[config.mk]
export PLATFORM = sky130hd
export DESIGN_NAME = csr_access_ctrl
export DESIGN_NICKNAME = d
export VERILOG_FILES = /design/src/rtl/csr_access_ctrl.sv
export SDC_FILE = /design/constraint.sdc
export NUM_CORES = 1
export LEC_CHECK = 0
export BUFFER_PORTS_ARGS = -buffer_cell sky130_fd_sc_hd__buf_2
export CORE_ASPECT_RATIO = 0.75
export CORE_MARGIN = 4
export CORE_UTILIZATION = 40
export DETAILED_ROUTE_END_ITERATION = 16
export PLACE_DENSITY = 0.69
export RECOVER_POWER = 25
export SYNTH_ARGS = -nofsm -noshare
export SYNTH_HDL_FRONTEND = slang
export SYNTH_SLANG_ARGS = --single-unit
[constraint.sdc]
create_clock -name clk -period 1.63 [get_ports clk]
set_clock_uncertainty 0.1 [all_clocks]
set_input_delay 0.326 -clock clk [delete_from_list [all_inputs] [get_ports clk]]
set_output_delay 0.326 -clock clk [all_outputs]
set_load 0.02 [all_outputs]
[src/rtl/csr_access_ctrl.sv]
// csr_access_ctrl: sequences EXU CSR ops (csrrw/s/c, ecall, mret) into
// CSR file read/modify/write accesses, rd writeback and PC redirects.
// Optional build macro: CSR_ADDR_CHECK_EN (reject unimplemented CSR addresses).
// Ports:
//   clk, rst            clock, synchronous active-high reset
//   op_valid/op_ready   EXU handshake; op_code/op_csr_addr/op_src/op_rs1_zero/op_pc
//   csr_addr/csr_we/csr_wdata/csr_rdata   CSR file access
//   csr_is_ecall/csr_pc/csr_mtvec/csr_mepc trap interface
//   wb_valid/wb_data/illegal              rd writeback
//   redirect_valid/redirect_pc            PC redirect
module csr_access_ctrl #(
    parameter int WIDTH = 32
) (
    input  logic             clk,
    input  logic             rst,
    input  logic             op_valid,
    output logic             op_ready,
    input  logic [2:0]       op_code,
    input  logic [11:0]      op_csr_addr,
    input  logic [WIDTH-1:0] op_src,
    input  logic             op_rs1_zero,
    input  logic [WIDTH-1:0] op_pc,
    output logic [11:0]      csr_addr,
    output logic             csr_we,
    output logic [WIDTH-1:0] csr_wdata,
    input  logic [WIDTH-1:0] csr_rdata,
    output logic             csr_is_ecall,
    output logic [WIDTH-1:0] csr_pc,
    input  logic [WIDTH-1:0] csr_mtvec,
    input  logic [WIDTH-1:0] csr_mepc,
    output logic             wb_valid,
    output logic [WIDTH-1:0] wb_data,
    output logic             redirect_valid,
    output logic [WIDTH-1:0] redirect_pc,
    output logic             illegal
);

    localparam logic [2:0] OP_RW    = 3'd1;
    localparam logic [2:0] OP_RS    = 3'd2;
    localparam logic [2:0] OP_RC    = 3'd3;
    localparam logic [2:0] OP_ECALL = 3'd4;
    localparam logic [2:0] OP_MRET  = 3'd5;

    typedef enum logic [2:0] {
        S_IDLE,
        S_READ,
        S_WRITE,
        S_TRAP,
        S_RESP
    } state_t;

    state_t           r_state;
    logic [2:0]       r_op;
    logic [WIDTH-1:0] r_src;
    logic             r_rs1_zero;
    logic [WIDTH-1:0] r_old;
    logic             r_ready;
    logic [11:0]      r_addr;
    logic             r_we;
    logic [WIDTH-1:0] r_wdata;
    logic             r_ecall;
    logic [WIDTH-1:0] r_pc;
    logic             r_wb_valid;
    logic [WIDTH-1:0] r_wb_data;
    logic             r_redir_valid;
    logic [WIDTH-1:0] r_redir_pc;
    logic             r_illegal;

    logic             w_is_csr;
    logic             w_addr_ok;
    logic [WIDTH-1:0] w_mod;

    assign w_is_csr = (op_code == OP_RW) || (op_code == OP_RS) ||
                      (op_code == OP_RC);

`ifdef CSR_ADDR_CHECK_EN
    // Only mstatus, mtvec, mepc and mcause are implemented.
    assign w_addr_ok = (op_csr_addr == 12'h300) || (op_csr_addr == 12'h305) ||
                       (op_csr_addr == 12'h341) || (op_csr_addr == 12'h342);
`else
    assign w_addr_ok = 1'b1;
`endif

    // New CSR value is formed from the live read data so that csr_wdata
    // is registered in the same edge that captures old_q.
    always_comb begin
        w_mod = r_src;
        case (r_op)
            OP_RS:   w_mod = csr_rdata | r_src;
            OP_RC:   w_mod = csr_rdata & ~r_src;
            default: w_mod = r_src;
        endcase
    end

    always_ff @(posedge clk) begin
        if (rst) begin
            r_state       <= S_IDLE;
            r_op          <= 3'd0;
            r_src         <= '0;
            r_rs1_zero    <= 1'b0;
            r_old         <= '0;
            r_ready       <= 1'b1;
            r_addr        <= 12'd0;
            r_we          <= 1'b0;
            r_wdata       <= '0;
            r_ecall       <= 1'b0;
            r_pc          <= '0;
            r_wb_valid    <= 1'b0;
            r_wb_data     <= '0;
            r_redir_valid <= 1'b0;
            r_redir_pc    <= '0;
            r_illegal     <= 1'b0;
        end else begin
            case (r_state)
                S_IDLE: begin
                    if (op_valid && r_ready) begin
                        r_op       <= op_code;
                        r_addr     <= op_csr_addr;
                        r_src      <= op_src;
                        r_rs1_zero <= op_rs1_zero;
                        r_pc       <= op_pc;
                        r_ready    <= 1'b0;
                        if (w_is_csr && w_addr_ok) begin
                            r_state <= S_READ;
                        end else if (op_code == OP_ECALL) begin
                            r_ecall <= 1'b1;
                            r_state <= S_TRAP;
                        end else if (op_code == OP_MRET) begin
                            r_redir_valid <= 1'b1;
                            r_redir_pc    <= csr_mepc;
                            r_state       <= S_RESP;
                        end else begin
                            // Illegal op_code or rejected CSR address.
                            r_wb_valid <= 1'b1;
                            r_wb_data  <= '0;
                            r_illegal  <= 1'b1;
                            r_state    <= S_RESP;
                        end
                    end
                end
                S_READ: begin
                    r_old   <= csr_rdata;
                    r_wdata <= w_mod;
                    // Set/clear with a zero source must not write.
                    r_we    <= !(r_rs1_zero && (r_op != OP_RW));
                    r_state <= S_WRITE;
                end
                S_WRITE: begin
                    r_we       <= 1'b0;
                    r_wb_valid <= 1'b1;
                    r_wb_data  <= r_old;
                    r_state    <= S_RESP;
                end
                S_TRAP: begin
                    r_ecall       <= 1'b0;
                    r_redir_valid <= 1'b1;
                    r_redir_pc    <= csr_mtvec;
                    r_state       <= S_RESP;
                end
                S_RESP: begin
                    r_wb_valid    <= 1'b0;
                    r_redir_valid <= 1'b0;
                    r_illegal     <= 1'b0;
                    r_ready       <= 1'b1;
                    r_state       <= S_IDLE;
                end
                default: begin
                    r_state <= S_IDLE;
                    r_ready <= 1'b1;
                end
            endcase
        end
    end

    assign op_ready       = r_ready;
    assign csr_addr       = r_addr;
    // Gate with rst so a reset landing in WRITE never commits the write.
    assign csr_we         = r_we & ~rst;
    assign csr_wdata      = r_wdata;
    assign csr_is_ecall   = r_ecall;
    assign csr_pc         = r_pc;
    assign wb_valid       = r_wb_valid;
    assign wb_data        = r_wb_data;
    assign redirect_valid = r_redir_valid;
    assign redirect_pc    = r_redir_pc;
    assign illegal        = r_illegal;

endmodule
---- Word level (Yosys, flattened, before mapping) ----
Index checks and enable logic that the tools add are counted.
cells by class
  equal/unequal tests ..................... 18
  mux-type cells .......................... 33
  bitwise gates (word level) .............. 6
  reductions and logical operators ........ 22
operator list
  kind                count
  $mux 32             8
  $pmux 32 s2         3
  $and 32x32->32      1
  $not 32->32         1
  $or 32x32->32       1
  $reduce_and 5->1    5
  $eq 3x2->1 const B  6
  $mux 1              12
  $ne 2x2->1 const B  6
  $eq 3x3->1 const B  3
  $mux 3              3
  $pmux 3 s3          1
  $pmux 1 s2          4
  $reduce_bool 2->1   4
  $eq 3x1->1 const B  2
  $pmux 1 s3          2
  $reduce_bool 3->1   2
  $reduce_and 2->1    2
  $reduce_and 4->1    1
  $logic_not 3->1     1
  $ne 3x1->1 const B  1
  $reduce_or 3->1     1
  $logic_and 1x1->1   2
  $logic_or 1x1->1    2
  4 further kinds     5
storage, ports and cells
  register bits after elaboration ......... 217
  input port bits ......................... 179
  word-level logic and storage cells ...... 95

---- Logic depth before layout (Yosys ltp) ----
Gate-level depths: netlist of run 1.
  word-level depth ........................ 6
  mapped depth ............................ 7
  gate-level depth less buffers ........... 3

---- Least setup slack after synthesis of run 1 ----
OpenSTA, ideal clock, no wires.
  path kind ............................... register -> register
  from .................................... reg r_state[2]
  to ...................................... reg r_redir_pc[22], in the netlist redirect_pc[22]
  library setup time ...................... 0.119 ns
  data arrival time ....................... 1.397 ns
  path slack .............................. 0.015 ns
  stages on the path, launching flop included .. 8
  buffers on the path ..................... 4
  clock period less this slack ............ 1.615 ns
  cells stage by stage .................... dfxtp_1 -> buf_2 -> buf_2 -> inv_1 -> buf_2 -> nand3_1 -> buf_2 -> o221a_2
between the ends
  cells in the longest elaborated chain, start to end .. 3
RTL lines
  what                                                              RTL line  source
  start, declared                                                   52        state_t r_state;
  start signal, assigned                                            97        r_state <= S_IDLE;
  start signal, assigned                                            124       r_state <= S_READ;
  start signal, assigned                                            127       r_state <= S_TRAP;
  $logic_not 3->1 or $eq 3x2->1 (tied branches)                     114       case (r_state)
  $ne 2x2->1 (no source line) or $reduce_bool 2->1 (tied branches)  --
  $reduce_and 5->1 (no source line)                                 --
  end signal, assigned                                              130       r_redir_pc <= csr_mepc;
  end signal, assigned                                              157       r_redir_pc <= csr_mtvec;
  end, declared                                                     66        logic [WIDTH-1:0] r_redir_pc;
Several ways; a longest one is shown, not always the timed one.
A chain may end at the register's enable or synchronous reset.

---- Worst setup path in the final report of run 1 ----
  from .................................... reg r_state[0]
  to ...................................... reg r_redir_pc[27], in the netlist redirect_pc[27]
Same word-level chain as after synthesis.

==> flow_summary.html, run 1 <==
<table>
<tr><th>Metric</th><th>Value</th></tr>
<tr><th colspan="2">Synth</th></tr>
<tr><td>Mean Syn Cell Area</td><td>8.52 um2</td></tr>
<tr><td>Number of synthesized register bits</td><td>217</td></tr>
<tr><td>Flip-flop cell with the highest count after synthesis</td><td>sky130_fd_sc_hd__dfxtp_1</td></tr>
<tr><td>Proportion of synthesized chip area in sequential cells</td><td>48.1%</td></tr>
<tr><td>Synthesized cell area</td><td>9040 um2</td></tr>
<tr><td>Number of enable flip-flop cells after synthesis</td><td>0</td></tr>
<tr><td>Asr flop ratio synth</td><td>0%</td></tr>
<tr><td>Warning count from the yosys run</td><td>0</td></tr>
<tr><td>Netlist cell types</td><td>41</td></tr>
<tr><td>Syn Inst Count</td><td>1061</td></tr>
<tr><td>Synthesized netlist net count</td><td>1240</td></tr>
<tr><th colspan="2">Detailed routing</th></tr>
<tr><td>Count of unresolved DRC violations after routing</td><td>0</td></tr>
<tr><td>Number of detailed-routing iterations run before antenna repair</td><td>5</td></tr>
<tr><td>Remaining antenna violation count after routing</td><td>0</td></tr>
<tr><td>Detailed router's first-iteration violation count</td><td>709</td></tr>
<tr><td>Vias per Instance</td><td>5.39</td></tr>
<tr><td>DR vias</td><td>9662</td></tr>
<tr><td>Routed wire length</td><td>31700 um</td></tr>
<tr><td>Wire per inst</td><td>17.7 um</td></tr>
<tr><th colspan="2">Setup path</th></tr>
<tr><td>R2r startpoint</td><td>r_state[0]$_SDFFE_PP0P_</td></tr>
<tr><td>End of the worst register-to-register path</td><td>redirect_pc[27]$_SDFFE_PP0P_</td></tr>
<tr><td>Critical path required time</td><td>1.91 ns</td></tr>
<tr><td>Worst setup slack for register-to-register paths</td><td>0.02 ns</td></tr>
<tr><td>Element type at the critical path end</td><td>flop</td></tr>
<tr><td>Cells traversed along the worst timing path</td><td>and4bb_4 &gt; a31o_2 &gt; buf_12 &gt; o221a_2</td></tr>
<tr><td>Element type at the critical path start</td><td>flop</td></tr>
<tr><td>Critical path buffer and inverter count</td><td>1</td></tr>
<tr><td>Logic depth of the worst setup path including buffers</td><td>4</td></tr>
<tr><td>Start-to-end type of the worst setup path</td><td>flop to flop</td></tr>
<tr><td>Slowest stage cell, crit path</td><td>sky130_fd_sc_hd__dfxtp_1</td></tr>
<tr><td>Top delay family on crit path</td><td>compound AO/OA/AOI/OAI gates</td></tr>
<tr><td>Register-to-Register Path Depth</td><td>4</td></tr>
<tr><td>Crit Path Max Fanout</td><td>32</td></tr>
<tr><td>Start point of the critical path</td><td>r_state[0]$_SDFFE_PP0P_</td></tr>
<tr><td>CP Data Arrival Time</td><td>1.89 ns</td></tr>
<tr><td>Maximum single-stage delay on the critical path</td><td>0.41 ns</td></tr>
<tr><th colspan="2">Global routing</th></tr>
<tr><td>Gr usage total</td><td>23.5%</td></tr>
<tr><td>Antenna violations before repair</td><td>0</td></tr>
<tr><td>Congestion Overflow GR</td><td>0</td></tr>
<tr><td>Wire length of the first global-routing pass</td><td>50200 um</td></tr>
<tr><td>Vias in the first global route</td><td>9558</td></tr>
<tr><td>Maximum number of pins on one net before global-route repair</td><td>71</td></tr>
<tr><th colspan="2">Clock tree</th></tr>
<tr><td>Longest Clk Path Bufs</td><td>3</td></tr>
<tr><td>Sinks on the clock net</td><td>217</td></tr>
<tr><td>TritonCTS clock tree</td><td>built</td></tr>
<tr><td>Number of clock buffers inserted by TritonCTS</td><td>23</td></tr>
<tr><td>Source-to-sink clock delay at the later pin of the worst-skew pair</td><td>0.50 ns</td></tr>
<tr><td>Clock transition time at the flip-flop clock pins of the worst setup and hold paths</td><td>0.06 ns</td></tr>
<tr><td>Buffer type at the clock tree root</td><td>sky130_fd_sc_hd__clkbuf_16</td></tr>
<tr><td>Maximum level of the CTS H-tree</td><td>1</td></tr>
<tr><th colspan="2">Layout</th></tr>
<tr><td>Final Cell Area</td><td>13200 um2</td></tr>
<tr><td>Number of fill cells in the layout</td><td>1956</td></tr>
<tr><td>Final nets</td><td>1661</td></tr>
<tr><td>Layout Utilization</td><td>59.4%</td></tr>
<tr><td>Area growth from synthesis to layout</td><td>45.6%</td></tr>
<tr><td>Share of post-route cells with drive strength above 1</td><td>26.6%</td></tr>
<tr><th colspan="2">Timing</th></tr>
<tr><td>Final worst path period share</td><td>99.1%</td></tr>
<tr><td>Number of setup violations in the final report</td><td>0</td></tr>
<tr><td>Maximum clock frequency</td><td>0.619 GHz</td></tr>
<tr><td>Unrepaired setup endpoints after global routing</td><td>true</td></tr>
<tr><td>Tightest slew margin relative to the limit</td><td>66.4%</td></tr>
<tr><td>Number of hold violations in the final report</td><td>0</td></tr>
<tr><td>Least setup slack across all paths after layout</td><td>0.0153 ns</td></tr>
<tr><td>Pins Over Slew Limit</td><td>0</td></tr>
<tr><td>Worst-Margin Slew</td><td>0.504 ns</td></tr>
<tr><td>Min Tclk post-route</td><td>1.61 ns</td></tr>
<tr><th colspan="2">Die</th></tr>
<tr><td>Die width</td><td>182 um</td></tr>
<tr><td>Row count</td><td>47</td></tr>
<tr><td>Vertical extent of the die</td><td>138 um</td></tr>
<tr><td>Die footprint</td><td>25100 um2</td></tr>
<tr><td>CORE AREA</td><td>22200 um2</td></tr>
<tr><td>Ports</td><td>325</td></tr>
<tr><td>Initial core utilization</td><td>40.8%</td></tr>
<tr><th colspan="2">Placement</th></tr>
<tr><td>HPWL after detailed placement</td><td>19500 um</td></tr>
<tr><td>Routability congestion estimate</td><td>0.821</td></tr>
<tr><td>Post-Place Setup Slack</td><td>-0.0946 ns</td></tr>
<tr><td># port buffers</td><td>324</td></tr>
<tr><td>Post-Place Cell Area</td><td>11200 um2</td></tr>
<tr><th colspan="2">Worst hold path</th></tr>
<tr><td>Startpoint of the tightest hold check path</td><td>csr_mepc[5]</td></tr>
<tr><td>Hold endpoint</td><td>redirect_pc[5]$_SDFFE_PP0P_</td></tr>
<tr><td>Number of instances on the worst hold path</td><td>2</td></tr>
<tr><td>Path category of the worst min-delay check</td><td>input pin to flop</td></tr>
<tr><th colspan="2">Power</th></tr>
<tr><td>Leakage power figure</td><td>5.43 nW</td></tr>
<tr><td>IR drop worst, VDD</td><td>0.728 mV</td></tr>
<tr><td>P per Cell Area</td><td>996 nW/um2</td></tr>
<tr><td>Total design power</td><td>13.1 mW</td></tr>
<tr><th colspan="2">Run</th></tr>
<tr><td>Max-cap violations</td><td>0</td></tr>
<tr><th colspan="2">Outcome</th></tr>
<tr><td>Outcome</td><td>complete, no violations</td></tr>
</table>
[cells in the final DEF (no fill, tap or decap), drive strengths merged, types with 22 or more instances in the layout]
cell type	synthesis	routed
dfxtp	217	217
nand2b	34	34
a2bb2oi	32	32
nor3	22	22
nor2b	34	34
nand3	81	81
inv	33	33
o221a	32	32
buf	42	301
nand2	99	99
a21oi	152	152
o21ai	127	127
nor2	25	25
clkbuf	65	111
dlygate4sd3	0	124
[worst max path at each step]
stage	to	slack (ns)
floorplan	redirect_pc[22]$_SDFFE_PP0P_	0.01
global placement	wb_data[19]$_SDFFE_PP0P_	-0.06
detailed placement	wb_data[18]$_SDFFE_PP0P_	-0.09
CTS	csr_we	0.008
global route	r_src[26]$_SDFFE_PP0P_	-0.05
finish	redirect_pc[27]$_SDFFE_PP0P_	0.02
[registers in the layout, indices dropped and copies added (netlist names), 3 cells and up]
signal	flops
r_op	3
csr_wdata	32
redirect_pc	32
r_src	32
wb_data	32
csr_pc	32
r_state	3
csr_addr	12
r_old	32
[logic make-up (layout without fill, tap and decap cells)]
| kind of cell | after synthesis | in the layout | synth area share [%] |
|---|---|---|---|
| AOI/OAI and AO/OA | 386 | 386 | 27.7 |
| and+or+nand+nor | 318 | 318 | 17.7 |
| DFF | 217 | 217 | 48.1 |
| buffers and inverters | 140 | 577 | 6.49 |
| other | 0 | 1 | 0 |
[metrics by stage]
| step | hold slack [ns] | TNS (ns) | instances |
|---|---|---|---|
| global placement | 0.346 | -1.81 | 1625 |
| finish | 0.0187 | 0 | 1793 |
| CTS | 0.000251 | 0 | 1790 |
| global route | 0.00811 | -0.400 | 1792 |
| detailed placement | 0.347 | -2.37 | 1625 |
| floorplan | 0.337 | 0 | 1061 |
[synth_stat cells, drive strengths merged (3+ instances only)]
library cell    n  area share (%)
o221a          32             4.0
a2bb2oi        32             3.1
dfxtp         217              48
a21oi         152             8.4
nand3b         12             1.0
nand3          81             4.5
a22oi          11            0.91
nand2          99             4.1
o21ai         127             7.0
nor2b          34             2.4
o21a            3            0.25
nor3           22             1.2
nand2b         34             2.4
nor2           25             1.0
a221oi         21             3.2
buf            42             2.4
inv            33             1.4
clkbuf         65             2.7
[routing by layer]
layer	vias to the layer above	GRT usage, %	wire, um
met1	4584	31.8	13900
met5	-	0	0
met4	0	6.87	888
met2	398	38.3	14700
met3	69	4.75	2290
li1	4611	-	-
[power by group]
part / switching [mW] / internal, mW / leakage [nW]
Clock: 2.16 / 3.14 / 0.373
Combinational: 1.17 / 0.918 / 3.29
Sequential: 0.167 / 5.56 / 1.77
[area by class of cell]
cell class / count / area, um2 / share of cell area (%)
antenna: 1 / 2.50 / 0.0190
clock buffer: 33 / 663 / 5.04
clock inverter: 8 / 92.6 / 0.704
inverter: 33 / 124 / 0.941
multi-input combinational: 704 / 4160 / 31.6
sequential: 217 / 4350 / 33.0
tap: 294 / 368 / 2.80
timing repair buffer: 503 / 3400 / 25.8
[what timing repair did]
item	in CTS	in global routing
cloned	0	1
setup endpoints to repair	33	40
buffers inserted	0	1
gates resized for setup	2	8
hold buffers	124	0
pin swaps	0	1
endpoints found under the hold margin	124	0
No activity file was read; power rests on OpenSTA's default activity.
==> inputs of run 2 (changes only) <==
Settings changed: ABC_AREA set to 1, PLACE_DENSITY 0.69 to 0.7.
==> run 2 against run 1 <==
Effect of this change: the run now ends with negative hold slack left; cell count is 1.3% higher; via count is 5.5% lower; fmax is 2.0% higher; critical endpoint is now r_src[12]$_SDFFE_PP0P_.
==> flow_summary.html, run 2 <==
<table>
<tr><th>Metric</th><th>Value</th></tr>
<tr><th colspan="2">Power</th></tr>
<tr><td>Switching power as a share of total power</td><td>29.9% (+3.3 points)</td></tr>
<tr><td>Part of the power in combinational logic</td><td>24.2% (+8.3 points)</td></tr>
<tr><td>Proportion of power drawn by flip-flops and latches</td><td>40.0% (-3.7 points)</td></tr>
<tr><td>Clock network fraction of total power</td><td>35.8% (-4.6 points)</td></tr>
<tr><td>Psw</td><td>4.57 mW (+31%)</td></tr>
<tr><td>IR drop worst, VDD</td><td>0.654 mV (-10%)</td></tr>
<tr><td>Leakage power figure</td><td>5.58 nW (+2.9%)</td></tr>
<tr><td>Total design power</td><td>15.3 mW (+16%)</td></tr>
<tr><td>P per Cell Area</td><td>1240 nW/um2 (+24%)</td></tr>
<tr><td>Internal power</td><td>10.7 mW (+11%)</td></tr>
<tr><th colspan="2">Clock tree</th></tr>
<tr><td>Longest Clk Path Bufs</td><td>3 (unchanged)</td></tr>
<tr><td>TritonCTS clock tree</td><td>built</td></tr>
<tr><td>Source-to-sink clock delay at the later pin of the worst-skew pair</td><td>0.50 ns (about the same)</td></tr>
<tr><td>Sinks on the clock net</td><td>217 (unchanged)</td></tr>
<tr><td>Buffer type at the clock tree root</td><td>sky130_fd_sc_hd__clkbuf_16</td></tr>
<tr><td>Clock transition time at the flip-flop clock pins of the worst setup and hold paths</td><td>0.06 ns (about the same)</td></tr>
<tr><td>Maximum level of the CTS H-tree</td><td>1 (unchanged)</td></tr>
<tr><td>Number of clock buffers inserted by TritonCTS</td><td>22 (-4.3%)</td></tr>
<tr><th colspan="2">Global routing</th></tr>
<tr><td>Wire length of the first global-routing pass</td><td>44200 um (-12%)</td></tr>
<tr><td>M3 GR Usage</td><td>6.69% (+1.9 points)</td></tr>
<tr><td>Met1 track utilization from global routing</td><td>30.1% (-1.7 points)</td></tr>
<tr><td>Congestion Overflow GR</td><td>0 (unchanged)</td></tr>
<tr><td>Grt met2 use</td><td>36.3% (-1.9 points)</td></tr>
<tr><td>Busiest metal layer after global routing</td><td>met2</td></tr>
<tr><td>Gr usage total</td><td>22.6% (-0.90 points)</td></tr>
<tr><td>Vias in the first global route</td><td>8328 (-13%)</td></tr>
<tr><td>Antenna violations before repair</td><td>4 (+4)</td></tr>
<tr><td>Maximum number of pins on one net before global-route repair</td><td>61 (-14%)</td></tr>
<tr><th colspan="2">Die</th></tr>
<tr><td>Die width</td><td>177 um (-2.7%)</td></tr>
<tr><td>Initial core utilization</td><td>41.4% (+0.63 points)</td></tr>
<tr><td>Row count</td><td>45 (-4.3%)</td></tr>
<tr><td>CORE AREA</td><td>20600 um2 (-7.0%)</td></tr>
<tr><td>Ports</td><td>325 (unchanged)</td></tr>
<tr><td>Vertical extent of the die</td><td>134 um (-2.7%)</td></tr>
<tr><td>Die footprint</td><td>23700 um2 (-5.3%)</td></tr>
<tr><th colspan="2">Layout</th></tr>
<tr><td>Layout Utilization</td><td>59.9% (+0.57 points)</td></tr>
<tr><td>Final Cell Area</td><td>12300 um2 (-6.2%)</td></tr>
<tr><td>Number of fill cells in the layout</td><td>1878 (-4.0%)</td></tr>
<tr><td>Commonest cells after routing, fill and taps aside</td><td>340 x sky130_fd_sc_hd__nand2_1, 323 x sky130_fd_sc_hd__buf_2, 215 x sky130_fd_sc_hd__dfxtp_1</td></tr>
<tr><td>Multi-input gate area</td><td>3700 um2 (-11%)</td></tr>
<tr><td>Share of post-route cells with drive strength above 1</td><td>28.2% (+1.5 points)</td></tr>
<tr><td>Sequential cell area</td><td>4350 um2 (about the same)</td></tr>
<tr><td>Most common library cell in the layout ignoring fill and taps</td><td>sky130_fd_sc_hd__nand2_1</td></tr>
<tr><td>Number of standard cells in the final layout excluding fillers</td><td>1817 (+1.3%)</td></tr>
<tr><td>Area growth from synthesis to layout</td><td>44.8%</td></tr>
<tr><td>Final nets</td><td>1697 (+2.2%)</td></tr>
<tr><th colspan="2">Timing</th></tr>
<tr><td>Unrepaired setup endpoints after global routing</td><td>true</td></tr>
<tr><td>Tightest slew margin relative to the limit</td><td>65.5% (-0.90 points)</td></tr>
<tr><td>Number of setup violations in the final report</td><td>0 (unchanged)</td></tr>
<tr><td>Worst hold slack</td><td>-0.00320 ns (-0.0219 ns)</td></tr>
<tr><td>Final worst path period share</td><td>97.1% (-2.0 points)</td></tr>
<tr><td>Least setup slack across all paths after layout</td><td>0.0472 ns (+0.0319 ns)</td></tr>
<tr><td>Total negative setup slack</td><td>0 ns (unchanged)</td></tr>
<tr><td>Min Tclk post-route</td><td>1.58 ns (-0.0319 ns)</td></tr>
<tr><td>Maximum clock frequency</td><td>0.632 GHz (+2.0%)</td></tr>
<tr><td>Worst-Margin Slew</td><td>0.518 ns (+0.0135 ns)</td></tr>
<tr><td>Pins Over Slew Limit</td><td>0 (unchanged)</td></tr>
<tr><td>Number of hold violations in the final report</td><td>1 (+1)</td></tr>
<tr><th colspan="2">Synth</th></tr>
<tr><td>Warning count from the yosys run</td><td>0 (unchanged)</td></tr>
<tr><td>Library cell with the largest summed area after synthesis</td><td>sky130_fd_sc_hd__dfxtp_1</td></tr>
<tr><td>Netlist cell types</td><td>24 (-41%)</td></tr>
<tr><td>Number of enable flip-flop cells after synthesis</td><td>0 (unchanged)</td></tr>
<tr><td>Synthesized netlist net count</td><td>1333 (+7.5%)</td></tr>
<tr><td>Top cells by count, synth</td><td>346 x sky130_fd_sc_hd__nand2_1, 217 x sky130_fd_sc_hd__dfxtp_1, 164 x sky130_fd_sc_hd__a21oi_1</td></tr>
<tr><td>Mean Syn Cell Area</td><td>7.39 um2 (-13%)</td></tr>
<tr><td>Proportion of netlist area held by the largest area contributor</td><td>50.9% (+2.9 points)</td></tr>
<tr><td>Number of synthesized register bits</td><td>217 (unchanged)</td></tr>
<tr><td>Flip-flop cell with the highest count after synthesis</td><td>sky130_fd_sc_hd__dfxtp_1</td></tr>
<tr><td>Proportion of synthesized chip area in sequential cells</td><td>50.9% (+2.9 points)</td></tr>
<tr><td>Asr flop ratio synth</td><td>0% (unchanged)</td></tr>
<tr><td>Syn Inst Count</td><td>1154 (+8.8%)</td></tr>
<tr><td>Synthesized cell area</td><td>8530 um2 (-5.6%)</td></tr>
<tr><td>Top-count cell post-synth</td><td>sky130_fd_sc_hd__nand2_1</td></tr>
<tr><td>Synth area leaders</td><td>sky130_fd_sc_hd__dfxtp_1 51%, sky130_fd_sc_hd__nand2_1 15%, sky130_fd_sc_hd__a21oi_1 9.6%, sky130_fd_sc_hd__o21ai_0 4.2%, sky130_fd_sc_hd__nand3_1 4.0%</td></tr>
<tr><th colspan="2">Outcome</th></tr>
<tr><td>Violations in the final reports</td><td>negative hold slack</td></tr>
<tr><td>Outcome</td><td>finished, violations left</td></tr>
<tr><th colspan="2">Setup path</th></tr>
<tr><td>Critical path required time</td><td>1.91 ns (about the same)</td></tr>
<tr><td>Element type at the critical path end</td><td>flop</td></tr>
<tr><td>CP Data Arrival Time</td><td>1.87 ns (-0.02 ns)</td></tr>
<tr><td>Start-to-end type of the worst setup path</td><td>flop to flop</td></tr>
<tr><td>Crit Path Max Fanout</td><td>40 (+25%)</td></tr>
<tr><td>Element type at the critical path start</td><td>flop</td></tr>
<tr><th colspan="2">Detailed routing</th></tr>
<tr><td>Remaining antenna violation count after routing</td><td>0 (unchanged)</td></tr>
<tr><td>Count of unresolved DRC violations after routing</td><td>0 (unchanged)</td></tr>
<tr><td>Detailed router's first-iteration violation count</td><td>697 (-1.7%)</td></tr>
<tr><td>Vias per Instance</td><td>5.02 (-6.8%)</td></tr>
<tr><td>DR vias</td><td>9129 (-5.5%)</td></tr>
<tr><td>Number of detailed-routing iterations run before antenna repair</td><td>8 (+3)</td></tr>
<tr><td>Wire per inst</td><td>16.5 um (-6.7%)</td></tr>
<tr><td>Routed wire length</td><td>30000 um (-5.5%)</td></tr>
<tr><th colspan="2">Placement</th></tr>
<tr><td># port buffers</td><td>324 (unchanged)</td></tr>
<tr><td>Routability congestion estimate</td><td>0.806 (-1.9%)</td></tr>
<tr><td>Post-Place Cell Area</td><td>10600 um2 (-5.5%)</td></tr>
<tr><td>Post-Place Setup Slack</td><td>-0.0511 ns (+0.0435 ns)</td></tr>
<tr><td>HPWL after detailed placement</td><td>19100 um (-2.2%)</td></tr>
<tr><td>Placed insts</td><td>1705 (+4.9%)</td></tr>
<tr><th colspan="2">Run</th></tr>
<tr><td>Max-cap violations</td><td>0 (unchanged)</td></tr>
<tr><th colspan="2">Worst hold path</th></tr>
<tr><td>Path category of the worst min-delay check</td><td>input pin to flop</td></tr>
</table>
-- run 2: timing repair --
item                                   4_1_cts  5_1_grt
setup endpoints to repair                   35       95
pin swaps                                    0        3
hold buffers                                59        2
cloned                                       1        7
gates resized for setup                      3       43
buffers inserted                             1        1
endpoints found under the hold margin       59        2
-- run 2: power by group through the flow --
stage	combinational, mW	clock [mW]	sequential, mW
4_1_cts	3.38	5.55	6.09
3_5_place_dp	3.16	0	6.20
5_1_grt	4.00	5.81	6.15
2_1_floorplan	1.52	0	6.60
3_3_place_gp	3.12	0	6.19
6_report	3.69	5.47	6.10
-- run 2: critical path, stage by stage, from the launching register on --
cell and delay (ns):
sky130_fd_sc_hd__dfxtp_2 0.32, sky130_fd_sc_hd__nor2_2 0.19, sky130_fd_sc_hd__nand2_4 0.11, sky130_fd_sc_hd__clkinv_4 0.10
sky130_fd_sc_hd__buf_12 0.12, sky130_fd_sc_hd__nand2_8 0.09, sky130_fd_sc_hd__buf_16 0.19, sky130_fd_sc_hd__o21ai_0 0.18
sky130_fd_sc_hd__a21oi_1 0.06
-- run 2: area by class of cell --
class | instances | share of cell area, %
Sequential cell | 217 | 35.2
Multi-Input combinational cell | 800 | 30.0
Timing Repair Buffer | 428 | 23.9
Clock buffer | 32 | 5.50
Tap cell | 282 | 2.86
Inverter | 49 | 1.57
Clock inverter | 8 | 0.993
Antenna cell | 1 | 0.0203
-- run 2: per-layer routing --
metal / share of wire, % / vias up
met5: 0.15 / -
met4: 2.6 / 6
li1: - / 4519
met1: 43 / 4216
met2: 45 / 334
met3: 9.4 / 54
-- run 2: logic make-up after synthesis --
group,count (synthesis),share of synthesized area (%)
buf+inv,137,6.66
compound gates,272,16.6
simple gates,528,25.8
flops,217,50.9
-- run 2: final timing paths --
| kind | end | from | cells after the start | slack (ns) |
|---|---|---|---|---|
| worst max-delay path | r_src[12]$_SDFFE_PP0P_ | r_state[0]$_SDFFE_PP0P_ | 8 | 0.05 |
| worst min-delay path | r_src[30]$_SDFFE_PP0P_ | op_src[30] | 3 | -0.003 |
| worst max register to register | r_src[12]$_SDFFE_PP0P_ | r_state[0]$_SDFFE_PP0P_ | 8 | 0.05 |
| worst min register to register | redirect_valid$_SDFFE_PP0P_ | redirect_valid$_SDFFE_PP0P_ | 2 | 0.35 |
==> inputs of run 3 (changes only) <==
==> constraint.sdc (replaced) <==
create_clock -name clk -period 1.63 [get_ports clk]
set_clock_uncertainty 0.1 [all_clocks]
set_input_delay 0.2445 -clock clk [delete_from_list [all_inputs] [get_ports clk]]
set_output_delay 0.2445 -clock clk [all_outputs]
set_load 0.02 [all_outputs]
==> run 3 against run 2 <==
Effect of this change: setup slack got worse by 0.015 ns; worst hold slack improved by 0.040 ns; cell count increased by 2.9%; clock-buffer cell count increased by 2; non-clock buffer count increased by 56; the flow now finishes without violations.
==> flow_summary.html, run 3 (same netlist as run 2, synthesis figures left out) <==
<table>
<tr><th>Metric</th><th>Value</th></tr>
<tr><th colspan="2">Clock tree</th></tr>
<tr><td>Number of clock buffers inserted by TritonCTS</td><td>22 (unchanged)</td></tr>
<tr><td>TritonCTS clock tree</td><td>built</td></tr>
<tr><td>Buffer type at the clock tree root</td><td>sky130_fd_sc_hd__clkbuf_16</td></tr>
<tr><td>Longest Clk Path Bufs</td><td>3 (unchanged)</td></tr>
<tr><td>Clock transition time at the flip-flop clock pins of the worst setup and hold paths</td><td>0.06 ns (about the same)</td></tr>
<tr><td>Source-to-sink clock delay at the later pin of the worst-skew pair</td><td>0.50 ns (about the same)</td></tr>
<tr><td>Sinks on the clock net</td><td>217 (unchanged)</td></tr>
<tr><td>Maximum level of the CTS H-tree</td><td>1 (unchanged)</td></tr>
<tr><th colspan="2">Die</th></tr>
<tr><td>Row count</td><td>45 (unchanged)</td></tr>
<tr><td>Die footprint</td><td>23700 um2 (unchanged)</td></tr>
<tr><td>Die width</td><td>177 um (unchanged)</td></tr>
<tr><td>Ports</td><td>325 (unchanged)</td></tr>
<tr><td>Initial core utilization</td><td>41.4% (unchanged)</td></tr>
<tr><td>Vertical extent of the die</td><td>134 um (unchanged)</td></tr>
<tr><td>CORE AREA</td><td>20600 um2 (unchanged)</td></tr>
<tr><th colspan="2">Setup path</th></tr>
<tr><td>CP Data Arrival Time</td><td>1.86 ns (about the same)</td></tr>
<tr><td>Element type at the critical path end</td><td>flop</td></tr>
<tr><td>Critical path required time</td><td>1.89 ns (-0.02 ns)</td></tr>
<tr><td>Crit Path Max Fanout</td><td>13 (-68%)</td></tr>
<tr><td>Start-to-end type of the worst setup path</td><td>flop to flop</td></tr>
<tr><td>Element type at the critical path start</td><td>flop</td></tr>
<tr><td>Register-to-Register Path Depth</td><td>9 (+1)</td></tr>
<tr><th colspan="2">Detailed routing</th></tr>
<tr><td>DR vias</td><td>9499 (+4.1%)</td></tr>
<tr><td>Remaining antenna violation count after routing</td><td>0 (unchanged)</td></tr>
<tr><td>Met2 wire length</td><td>14000 um (+3.6%)</td></tr>
<tr><td>Wire length on met1</td><td>13300 um (+3.4%)</td></tr>
<tr><td>Detailed router's first-iteration violation count</td><td>758 (+8.8%)</td></tr>
<tr><td>Routed wire length</td><td>31000 um (+3.3%)</td></tr>
<tr><td>Number of detailed-routing iterations run before antenna repair</td><td>5 (-3)</td></tr>
<tr><td>Met3 WL</td><td>2630 um (-6.9%)</td></tr>
<tr><td>Count of unresolved DRC violations after routing</td><td>0 (unchanged)</td></tr>
<tr><td>Vias per Instance</td><td>5.08 (+1.1%)</td></tr>
<tr><td>Highest metal layer with signal wires</td><td>met5</td></tr>
<tr><td>Wire per inst</td><td>16.6 um (+0.41%)</td></tr>
<tr><th colspan="2">Layout</th></tr>
<tr><td>Most common library cell in the layout ignoring fill and taps</td><td>sky130_fd_sc_hd__nand2_1</td></tr>
<tr><td>Area growth from synthesis to layout</td><td>47.4%</td></tr>
<tr><td>Layout Utilization</td><td>61.0% (+1.1 points)</td></tr>
<tr><td>Number of fill cells in the layout</td><td>1799 (-4.2%)</td></tr>
<tr><td>Final nets</td><td>1753 (+3.3%)</td></tr>
<tr><td>Count of antenna diodes in the layout</td><td>0 (-1)</td></tr>
<tr><td>Commonest cells after routing, fill and taps aside</td><td>341 x sky130_fd_sc_hd__nand2_1, 236 x sky130_fd_sc_hd__buf_2, 215 x sky130_fd_sc_hd__dfxtp_1</td></tr>
<tr><td>Multi-input gate area</td><td>3710 um2 (+0.34%)</td></tr>
<tr><td>Sequential cell area</td><td>4350 um2 (about the same)</td></tr>
<tr><td>Share of post-route cells with drive strength above 1</td><td>21.9% (-6.2 points)</td></tr>
<tr><th colspan="2">Run</th></tr>
<tr><td>Max-cap violations</td><td>0 (unchanged)</td></tr>
<tr><th colspan="2">Global routing</th></tr>
<tr><td>Wire length of the first global-routing pass</td><td>46900 um (+6.0%)</td></tr>
<tr><td>Gr usage total</td><td>23.9% (+1.3 points)</td></tr>
<tr><td>Maximum number of pins on one net before global-route repair</td><td>74 (+21%)</td></tr>
<tr><td>Vias in the first global route</td><td>8900 (+6.9%)</td></tr>
<tr><td>Congestion Overflow GR</td><td>0 (unchanged)</td></tr>
<tr><td>Antenna violations before repair</td><td>2 (-2)</td></tr>
<tr><th colspan="2">Timing</th></tr>
<tr><td>Worst hold slack</td><td>0.0372 ns (+0.0404 ns)</td></tr>
<tr><td>Number of setup violations in the final report</td><td>0 (unchanged)</td></tr>
<tr><td>Tightest slew margin relative to the limit</td><td>66.4% (+0.96 points)</td></tr>
<tr><td>Maximum clock frequency</td><td>0.626 GHz (-0.93%)</td></tr>
<tr><td>Final worst path period share</td><td>98.0% (+0.91 points)</td></tr>
<tr><td>Pins Over Slew Limit</td><td>0 (unchanged)</td></tr>
<tr><td>Total negative setup slack</td><td>0 ns (unchanged)</td></tr>
<tr><td>Worst-Margin Slew</td><td>0.503 ns (-0.0143 ns)</td></tr>
<tr><td>Number of hold violations in the final report</td><td>0 (-1)</td></tr>
<tr><td>Min Tclk post-route</td><td>1.60 ns (+0.0148 ns)</td></tr>
<tr><td>Least setup slack across all paths after layout</td><td>0.0324 ns (-0.0148 ns)</td></tr>
<tr><th colspan="2">Power</th></tr>
<tr><td>Total design power</td><td>14.7 mW (-3.9%)</td></tr>
<tr><td>Leakage power figure</td><td>5.38 nW (-3.7%)</td></tr>
<tr><td>P per Cell Area</td><td>1170 nW/um2 (-5.6%)</td></tr>
<tr><td>IR drop worst, VDD</td><td>0.728 mV (+11%)</td></tr>
<tr><th colspan="2">Worst hold path</th></tr>
<tr><td>Number of instances on the worst hold path</td><td>6 (+3)</td></tr>
<tr><td>Path category of the worst min-delay check</td><td>input pin to flop</td></tr>
<tr><th colspan="2">Placement</th></tr>
<tr><td>Post-Place Setup Slack</td><td>-0.0296 ns (+0.0215 ns)</td></tr>
<tr><td>HPWL after detailed placement</td><td>19100 um (+0.11%)</td></tr>
<tr><td>Routability congestion estimate</td><td>0.853 (+5.8%)</td></tr>
<tr><td># port buffers</td><td>324 (unchanged)</td></tr>
<tr><th colspan="2">Outcome</th></tr>
<tr><td>Outcome</td><td>complete, no violations</td></tr>
</table>
==> run 3: power by group <==
| group | switching (mW) | total [mW] | internal, mW |
|---|---|---|---|
| clock | 2.07 | 4.87 | 2.80 |
| combinational | 2.22 | 3.67 | 1.45 |
| sequential | 0.277 | 6.11 | 5.84 |
==> run 3: worst paths after layout <==
kind	start	end	slack [ns]
setup reg to reg	r_state[1]$_SDFFE_PP0P_	csr_pc[22]$_SDFFE_PP0P_	0.03
hold / removal	csr_mtvec[16]	redirect_pc[16]$_SDFFE_PP0P_	0.04
hold reg to reg	r_rs1_zero$_SDFFE_PP0P_	r_we$_SDFFE_PP0P_	0.34
setup / recovery	r_state[1]$_SDFFE_PP0P_	csr_pc[22]$_SDFFE_PP0P_	0.03
==> run 3: layout make-up <==
| cell class | instances | share of cell area, % |
|---|---|---|
| flip-flops and latches | 217 | 34.6 |
| multi-input cells | 800 | 29.5 |
| repair buffers | 484 | 26.1 |
| clock buffers | 34 | 5.31 |
| well taps | 282 | 2.81 |
| inverters | 49 | 1.48 |
| clock inverters | 4 | 0.179 |
==> run 3: worst max-delay path: stages (launching register included) <==
cell                      delay [ns]
sky130_fd_sc_hd__dfxtp_2        0.35
sky130_fd_sc_hd__nor2_4         0.14
sky130_fd_sc_hd__nand2_4        0.09
sky130_fd_sc_hd__inv_4          0.09
sky130_fd_sc_hd__buf_4          0.12
sky130_fd_sc_hd__nand2_4        0.08
sky130_fd_sc_hd__buf_12         0.17
sky130_fd_sc_hd__buf_12         0.14
sky130_fd_sc_hd__nand2_1        0.10
sky130_fd_sc_hd__a21oi_2        0.08
==> run 3: metal layers <==
metal / up-vias / track usage [%]
li1: 4625 / -
met1: 4333 / 31.3
met3: 84 / 5.77
met5: - / 0
met2: 453 / 38.9
met4: 4 / 8.03
==> run 3: through the flow <==
step,std cells,cell area [um2]
after global routing,1870,12600
after floorplan,1154,8530
after CTS,1860,12500
final,1870,12600
after global placement,1704,10600
after detailed placement,1704,10600
==> run 3: what timing repair did <==
item                                   4_1_cts  5_1_grt
pin swaps                                    0        3
resized for setup                            3       37
setup buffers                                3        6
endpoints found under the hold margin      148        0
hold buffers                               114        0
cloned                                       1        4
setup endpoints to repair                   32      137
